[src/rtl/input_capture_ctrl_pkg.sv]
// Shared definitions for the input capture controller: FSM encoding,
// board button indices and the button-code width helper.
package input_capture_defs;

    typedef enum logic {
        IDLE = 1'b0,
        PEND = 1'b1
    } cap_state_e;

    localparam int BTN_N_IDX = 0;
    localparam int BTN_E_IDX = 1;
    localparam int BTN_S_IDX = 2;
    localparam int BTN_W_IDX = 3;

    // Width of btn_code; callers guarantee at least two buttons.
    function automatic int btn_code_w(input int n);
        return (n < 2) ? 1 : $clog2(n);
    endfunction

endpackage

[src/rtl/input_capture_ctrl_btn_debounce.sv]
// One button lane: two-flop synchroniser, stable-count debouncer and
// rising-edge detector on the debounced level.
module btn_debounce #(
    parameter int DEBOUNCE_CYCLES = 4
) (
    input  logic clk_i,
    input  logic rst_i,
    input  logic btn_i,
    output logic deb_o,
    output logic rise_o
);

    localparam int CNT_W = (DEBOUNCE_CYCLES < 2) ? 1 : $clog2(DEBOUNCE_CYCLES);
    localparam logic [CNT_W-1:0] CNT_LAST = CNT_W'(DEBOUNCE_CYCLES - 1);

    logic             meta_q;
    logic             sync_q;
    logic             deb_q;
    logic             deb_d;
    logic             debPrev_q;
    logic [CNT_W-1:0] cnt_q;
    logic [CNT_W-1:0] cnt_d;

    // The level only flips after DEBOUNCE_CYCLES consecutive disagreeing samples.
    always_comb begin
        cnt_d = cnt_q;
        deb_d = deb_q;
        if (sync_q == deb_q) begin
            cnt_d = '0;
        end else if (cnt_q == CNT_LAST) begin
            deb_d = ~deb_q;
            cnt_d = '0;
        end else begin
            cnt_d = cnt_q + CNT_W'(1);
        end
    end

    always_ff @(posedge clk_i or posedge rst_i) begin
        if (rst_i) begin
            meta_q    <= 1'b0;
            sync_q    <= 1'b0;
            deb_q     <= 1'b0;
            debPrev_q <= 1'b0;
            cnt_q     <= '0;
        end else begin
            meta_q    <= btn_i;
            sync_q    <= meta_q;
            deb_q     <= deb_d;
            debPrev_q <= deb_q;
            cnt_q     <= cnt_d;
        end
    end

    assign deb_o  = deb_q;
    assign rise_o = deb_q & ~debPrev_q;

endmodule

[src/rtl/input_capture_ctrl.sv]
// Board input capture: merges the held base word with synchronised switches
// and turns debounced button presses into acknowledged events.
module input_capture_ctrl
    import input_capture_defs::*;
#(
    parameter int DATA_W          = 8,
    parameter int SW_W            = 4,
    parameter int BTN_N           = 4,
    parameter int DEBOUNCE_CYCLES = 4
) (
    input  logic                          CLK,
    input  logic                          CLR,
    input  logic [SW_W-1:0]               sw,
    input  logic [BTN_N-1:0]              btn,
    input  logic [DATA_W-1:0]             OldData,
    input  logic                          WriteToOldData,
    input  logic                          rd_ack,
    output logic [DATA_W-1:0]             O,
    output logic                          valid,
    output logic [btn_code_w(BTN_N)-1:0]  btn_code,
    output logic [DATA_W-1:0]             snap,
    output logic                          overflow
);

    localparam int BTN_W = btn_code_w(BTN_N);

    logic [SW_W-1:0]   swMeta_q;
    logic [SW_W-1:0]   swSync_q;
    logic [DATA_W-1:0] base_q;
    logic [DATA_W-1:0] o_q;
    logic [DATA_W-1:0] merged;
    logic [BTN_N-1:0]  deb;
    logic [BTN_N-1:0]  rise;
    logic [BTN_W-1:0]  firstIdx;
    logic              anyRise;
    logic              multiRise;
    cap_state_e        state_q, state_d;
    logic [BTN_W-1:0]  code_q, code_d;
    logic [DATA_W-1:0] snap_q, snap_d;
    logic              ovf_q, ovf_d;

    for (genvar gi = 0; gi < BTN_N; gi++) begin : g_btn
        btn_debounce #(
            .DEBOUNCE_CYCLES(DEBOUNCE_CYCLES)
        ) u_deb (
            .clk_i (CLK),
            .rst_i (CLR),
            .btn_i (btn[gi]),
            .deb_o (deb[gi]),
            .rise_o(rise[gi])
        );
    end

    assign merged = base_q | DATA_W'(swSync_q);

    always_ff @(posedge CLK or posedge CLR) begin
        if (CLR) begin
            swMeta_q <= '0;
            swSync_q <= '0;
            base_q   <= '0;
            o_q      <= '0;
        end else begin
            swMeta_q <= sw;
            swSync_q <= swMeta_q;
            if (WriteToOldData) begin
                base_q <= OldData;
            end
            o_q <= (|deb) ? '0 : merged;
        end
    end

    // Lowest index wins; any further simultaneous rise is a dropped event.
    always_comb begin
        firstIdx = '0;
        for (int i = BTN_N - 1; i >= 0; i--) begin
            if (rise[i]) begin
                firstIdx = BTN_W'(i);
            end
        end
        anyRise   = |rise;
        multiRise = |(rise & (rise - BTN_N'(1)));
    end

    always_comb begin
        state_d = state_q;
        code_d  = code_q;
        snap_d  = snap_q;
        ovf_d   = ovf_q;
        case (state_q)
            IDLE: begin
                if (anyRise) begin
                    state_d = PEND;
                    code_d  = firstIdx;
                    snap_d  = merged;
                    if (multiRise) begin
                        ovf_d = 1'b1;
                    end
                end
            end
            PEND: begin
                if (anyRise) begin
                    if (rd_ack) begin
                        code_d = firstIdx;
                        snap_d = merged;
                        if (multiRise) begin
                            ovf_d = 1'b1;
                        end
                    end else begin
                        ovf_d = 1'b1;
                    end
                end else if (rd_ack) begin
                    state_d = IDLE;
                end
            end
            default: state_d = IDLE;
        endcase
    end

    always_ff @(posedge CLK or posedge CLR) begin
        if (CLR) begin
            state_q <= IDLE;
            code_q  <= '0;
            snap_q  <= '0;
            ovf_q   <= 1'b0;
        end else begin
            state_q <= state_d;
            code_q  <= code_d;
            snap_q  <= snap_d;
            ovf_q   <= ovf_d;
        end
    end

    assign O        = o_q;
    assign valid    = (state_q == PEND);
    assign btn_code = code_q;
    assign snap     = snap_q;
    assign overflow = ovf_q;

endmodule

[config.mk]
export PLATFORM = sky130hd
export DESIGN_NAME = input_capture_ctrl
export DESIGN_NICKNAME = d
export VERILOG_FILES = /design/src/rtl/input_capture_ctrl_pkg.sv /design/src/rtl/input_capture_ctrl_btn_debounce.sv /design/src/rtl/input_capture_ctrl.sv
export SDC_FILE = /design/constraint.sdc
export NUM_CORES = 1
export LEC_CHECK = 0
export CAP_MARGIN = 5
export CORE_MARGIN = 1.5
export CORE_UTILIZATION = 50
export DETAILED_ROUTE_END_ITERATION = 10
export PLACE_DENSITY = 0.86
export SLEW_MARGIN = 10
export SYNTH_ARGS = -nofsm -noshare
export SYNTH_HDL_FRONTEND = slang
export SYNTH_SLANG_ARGS = --single-unit
[constraint.sdc]
create_clock -name CLK -period 2.3 [get_ports CLK]
set_input_delay 0.46 -clock CLK [delete_from_list [all_inputs] [get_ports CLK]]
set_output_delay 0.46 -clock CLK [all_outputs]
set_load 0.1 [all_outputs]
# Word-level counts from Yosys, hierarchy flattened
# Index checks and enable logic that the tools add are counted.
[op_classes]
addsub = 5
mul = 0
div_mod_pow = 0
n_lt_le_gt_ge = 0
n_eq_ne = 11
shift = 0
n_mux = 30
n_bitwise = 19
n_reduce_logical = 9
[ops]
columns = ["op", "n"]
rows = [
  ["two-way mux 8 bit", 4],
  ["two-way mux 2 bit", 15],
  ["one-hot mux 8 bit (2 select lines)", 1],
  ["NOT 1 bit", 13],
  ["OR reduction 4 bit", 3],
  ["AND reduction 2 bit", 5],
  ["adder 2 x 1 -> 2 bit, second input constant", 4],
  ["equality test 2 bit, second input constant", 4],
  ["OR 8 x 4 -> 8 bit", 1],
  ["two-way mux 1 bit", 7],
  ["!= test 2 bit, second input constant", 3],
  ["AND 1 bit", 4],
  ["AND 4 bit", 1],
  ["equality test 1 bit", 4],
  ["one-hot mux 1 bit (2 select lines)", 2],
  ["one-hot mux 2 bit (2 select lines)", 1],
  ["subtractor 4 x 1 -> 4 bit, second input constant", 1],
  ["AND reduction 3 bit", 1],
]
[word_totals]
reg_bits = 60
latchBits = 0
mem_bits_rw = 0
romBits = 0
input_bits = 20
out_inout_bits = 20
word_cells = 102
n_memories = 0

# Longest topological paths before layout
[depth]
word_depth = 9
mapped_depth = 5
depth_no_buf = 4

# Cells and area by module
# Synthesis repeated with hierarchy kept, for this count alone.
[hier_totals]
cells_unflattened = 142
area_unflattened_um2 = 2148.3
[by_module_without_submodules]
columns = ["mod", "instances", "cells_per_inst", "area_each_um2", "seq_area_each_um2"]
rows = [
  ["input_capture_ctrl", 1, 90, 1312.5, 900.9],
  ["btn_debounce", 4, 13, 209.0, 150.1],
]

# Worst setup path before layout
# OpenSTA, ideal clock, no wires.
[synth_path]
path_type = "reg2reg"
startpoint = "register state_q (netlist: valid)"
endpoint = "register snap_q[4] (netlist: snap[4])"
setup_time_ns = 0.125
t_arrival_ns = 1.747
required_ns = 2.175
path_slack_ns = 0.428
stages_incl_launch_ff = 5
n_path_buf = 1
synth_period_minus_slack_ns = 1.872
path_cell_list = "dfrtp_1 > nand2b_1 > o41ai_4 > buf_6 > mux2_4"
[synth_via]
elab_chain_cells = 3
word_cells_on_any_way = 6
cone_classes = "eq/ne (3); mux (1); bitwise (1); reduce/logical (1)"
[synth_lines]
columns = ["item", "line", "text"]
rows = [
  ["start, declared", "input_capture_ctrl.sv:37", "cap_state_e state_q, state_d;"],
  ["start signal, assigned", "input_capture_ctrl.sv:126", "state_q <= state_d;"],
  ["NOT 1 bit", "n/a", ""],
  ["!= test 2 bit (no source line)", "n/a", ""],
  ["AND reduction 3 bit (no source line)", "n/a", ""],
  ["end signal, assigned", "input_capture_ctrl.sv:128", "snap_q <= snap_d;"],
  ["end, declared", "input_capture_ctrl.sv:39", "logic [DATA_W-1:0] snap_q, snap_d;"],
]
# Parallel ways exist; a longest one is shown, timed or not.
# A chain may end at the register's enable or synchronous reset.

# Final worst setup path
[layout_path]
startpoint = "register g_btn[2].u_deb.deb_q"
endpoint = "register snap_q[7] (netlist: snap[7])"
[layout_via]
elab_chain_cells = 4
word_cells_on_any_way = 5
cone_classes = "eq/ne (2); bitwise (1); reduce/logical (2)"
[layout_lines]
columns = ["item", "line", "text"]
rows = [
  ["start, declared", "input_capture_ctrl_btn_debounce.sv:18", "logic deb_q;"],
  ["start signal, assigned", "input_capture_ctrl_btn_debounce.sv:42", "deb_q <= 1'b0;"],
  ["start signal, assigned", "input_capture_ctrl_btn_debounce.sv:48", "deb_q <= deb_d;"],
  ["AND 1 bit (*)", "input_capture_ctrl_btn_debounce.sv:55", "assign rise_o = deb_q & ~debPrev_q;"],
  ["OR reduction 4 bit (*)", "input_capture_ctrl.sv:80", "anyRise = |rise;"],
  ["!= test 2 bit (no source line)", "n/a", ""],
  ["AND reduction 3 bit (no source line) (*)", "n/a", ""],
]
# Every way passes the cells marked *; elsewhere a longest branch is shown, timed or not.

==> impl_metrics.tcl <==
set metrics [dict create \
    clock_path_buffers 2 \
    drive_gt1_share_pct 30.3 \
    grt_overflow 0 \
    worstReg2RegEnd "snap[7]" \
    fp.dieW_um 68.1 \
    grt_usage_pct 18.6 \
    synth_xor_area_share_pct 1.65 \
    cts_sinks 60 \
    rrSetupSlack_ns 0.42 \
    fin_crit_sh_pct 81.6 \
    cts_buffers 9 \
    yosys_most_used_dff "dfrtp_1" \
    drtPass1Iterations 4 \
    critPathLaunch "g_btn[2].u_deb.deb_o" \
    initial_core_util_pct 52.6 \
    antenna_cells 0 \
    cts_post_setup_buffers_inserted 0 \
    postCtsHoldBufs 0 \
    antenna_found_initial 0 \
    reg2reg_from "g_btn[2].u_deb.deb_o" \
    fin_area_um2 2760 \
    rsz0062_at_grt "false" \
    arrival_ns 2.10 \
    dieHeight_um 68.1 \
    final_util_pct 68.4 \
    maxSlewViolCount 0 \
    post_dp_cell_area_um2 2530 \
    grt_pass1_wl_um 5840 \
    drc_errors 0 \
    drv_cap 0 \
    syn_nets 164 \
    synth_area_um2 2120 \
    vias_per_cell 5.04 \
    ant_nets 0 \
    outcome "finished, final reports clean" \
    clk_latency_ns 0.34 \
    cp-endpoint "snap[7]" \
    ctsResizeCount 0 \
    hold_class "reg -> reg" \
    fin_tns_setup_ns 0 \
    synth-compound-area-share_pct 4.66 \
    synth_mux_area_share_pct 8.85 \
    grt_pass1_vias 1217 \
    most-common-layout-cells "dfrtp_1, buf_4, clkdlybuf4s50_1, mux2_2, clkbuf_8" \
    cts_tree "done" \
    netlist_instances 140 \
    ys_seq_elements 60 \
    root_buffer "clkbuf_8" \
    synthArstFlopShare_pct 100 \
    finClkSkew_ns 0.00973 \
    clk_pin_slew_ns 0.07 \
    worst_pin_slew_ns 0.743 \
    synth-edff-count 0 \
    routed_wl_um 3680 \
    core_area_um2 4030 \
    drt_iter0_drc 51 \
    worstPathRequired_ns 2.52 \
    final_common_cell "dfrtp_1" \
    max_clock_freq_ghz 0.533 \
    r2r_cells 3 \
    place.port_buffers 39 \
    fin_crit_ns 1.88 \
    yosysSeqAreaShare_pct 70.8 \
    synthDistinctLibCells 29 \
    final_hold_viol_count 0 \
    gp_congestion 0.786 \
    synthAdderAreaFrac_pct 2.36 \
    htree_levels 3 \
    endpoint_kind "register" \
    io_pins 40 \
    path_max_fanout 12 \
    synth_top_family_by_area "simple AND/OR/NAND/NOR gates" \
    rows 23 \
    area_growth_pct 30.0 \
    wl_per_cell_um 15.0 \
    synth-simple-area-share_pct 10.7 \
    start_kind "register" \
    synth_warnings 0 \
    nets 214 \
    synth_area_per_cell_um2 15.1 \
    vias 1236 \
    dp.final_hpwl_um 2660 \
    critPathKind "reg -> reg" \
    setup_viol 0 \
    max_slew_margin_pct 50.3 \
    die_area_um2 4640 \
    grt_max_degree 23 \
]
[critical path: stages, from the launching register on]
cell,delay [ns]
dfrtp_1,0.46
nor2b_4,0.17
o41ai_4,0.72
mux2_2,0.40
[through the flow]
stage / worst slack [ns] / hold slack, ns / instances
after detailed placement: 0.423 / 0.335 / 229
after CTS: 0.412 / 0.349 / 245
after global placement: 0.492 / 0.332 / 229
after floorplan: 0.355 / 0.331 / 140
after global routing: 0.346 / 0.350 / 245
final: 0.423 / 0.342 / 245
[cells in the mapped netlist (2+ instances only)]
| cell type | instances | area share (%) |
|---|---|---|
| nand2_1 | 5 | 0.89 |
| mux2_2 | 14 | 7.4 |
| nor2b_1 | 4 | 1.2 |
| xnor2_1 | 3 | 1.2 |
| nor2_1 | 11 | 1.9 |
| nor2b_4 | 2 | 1.3 |
| o21ai_0 | 3 | 0.71 |
| dfrtp_1 | 60 | 71 |
| nor3_1 | 3 | 0.71 |
| nand2b_1 | 4 | 1.2 |
| and2_1 | 5 | 1.5 |
| ha_1 | 4 | 2.4 |
| a211oi_1 | 2 | 0.71 |
| o21ai_1 | 2 | 0.47 |
| a21oi_1 | 3 | 0.71 |
| mux2_4 | 2 | 1.4 |
[sequential cells by signal (all words and copies together) (netlist names)]
name and count:
g_btn.u_deb.cnt_q 8, valid 1, g_btn.u_deb.deb_o 4, swMeta_q 4, g_btn.u_deb.meta_q 4, g_btn.u_deb.sync_q 4, base_q 8, snap 8
O 8, overflow 1, swSync_q 4, g_btn.u_deb.debPrev_q 4, btn_code 2
[per-layer routing]
metal / up-vias / wire, um / part of all wire (%) / track usage [%]
li1: 578 / - / - / -
met1: 610 / 1560 / 42 / 22.9
met2: 42 / 1800 / 49 / 28.9
met3: 6 / 254 / 6.9 / 8.22
met4: 0 / 58 / 1.6 / 7.50
met5: - / 0 / 0 / 0
[kinds of logic (layout without fill, tap and decap cells)]
family,count (synthesis),after routing
mux,16,16
flops,60,60
simple gates,40,40
fa+ha+maj,4,4
buf+inv,3,58
xor+xnor,4,4
compound gates,13,13
[layout make-up]
type,instances,area [um2]
flip-flops and latches,60,1500
fillers,286,1270
multi-input cells,77,599
repair buffers,41,368
clock buffers,13,179
well taps,50,62.6
clock inverters,3,42.5
inverters,1,3.75
[how the worst min path moves through the flow]
stage                                startpoint                     to  depth (start not counted)
after global routing      g_btn[2].u_deb.meta_q  g_btn[2].u_deb.sync_q                          0
after CTS                 g_btn[2].u_deb.meta_q  g_btn[2].u_deb.sync_q                          0
after global placement              swMeta_q[3]            swSync_q[3]                          0
after detailed placement  g_btn[1].u_deb.meta_q  g_btn[1].u_deb.sync_q                          0
final                     g_btn[2].u_deb.meta_q  g_btn[2].u_deb.sync_q                          0
after floorplan           g_btn[0].u_deb.meta_q  g_btn[0].u_deb.sync_q                          0
Power is not shown: default switching activity piles up to over one toggle a cycle in this logic, so the estimate is an artifact.
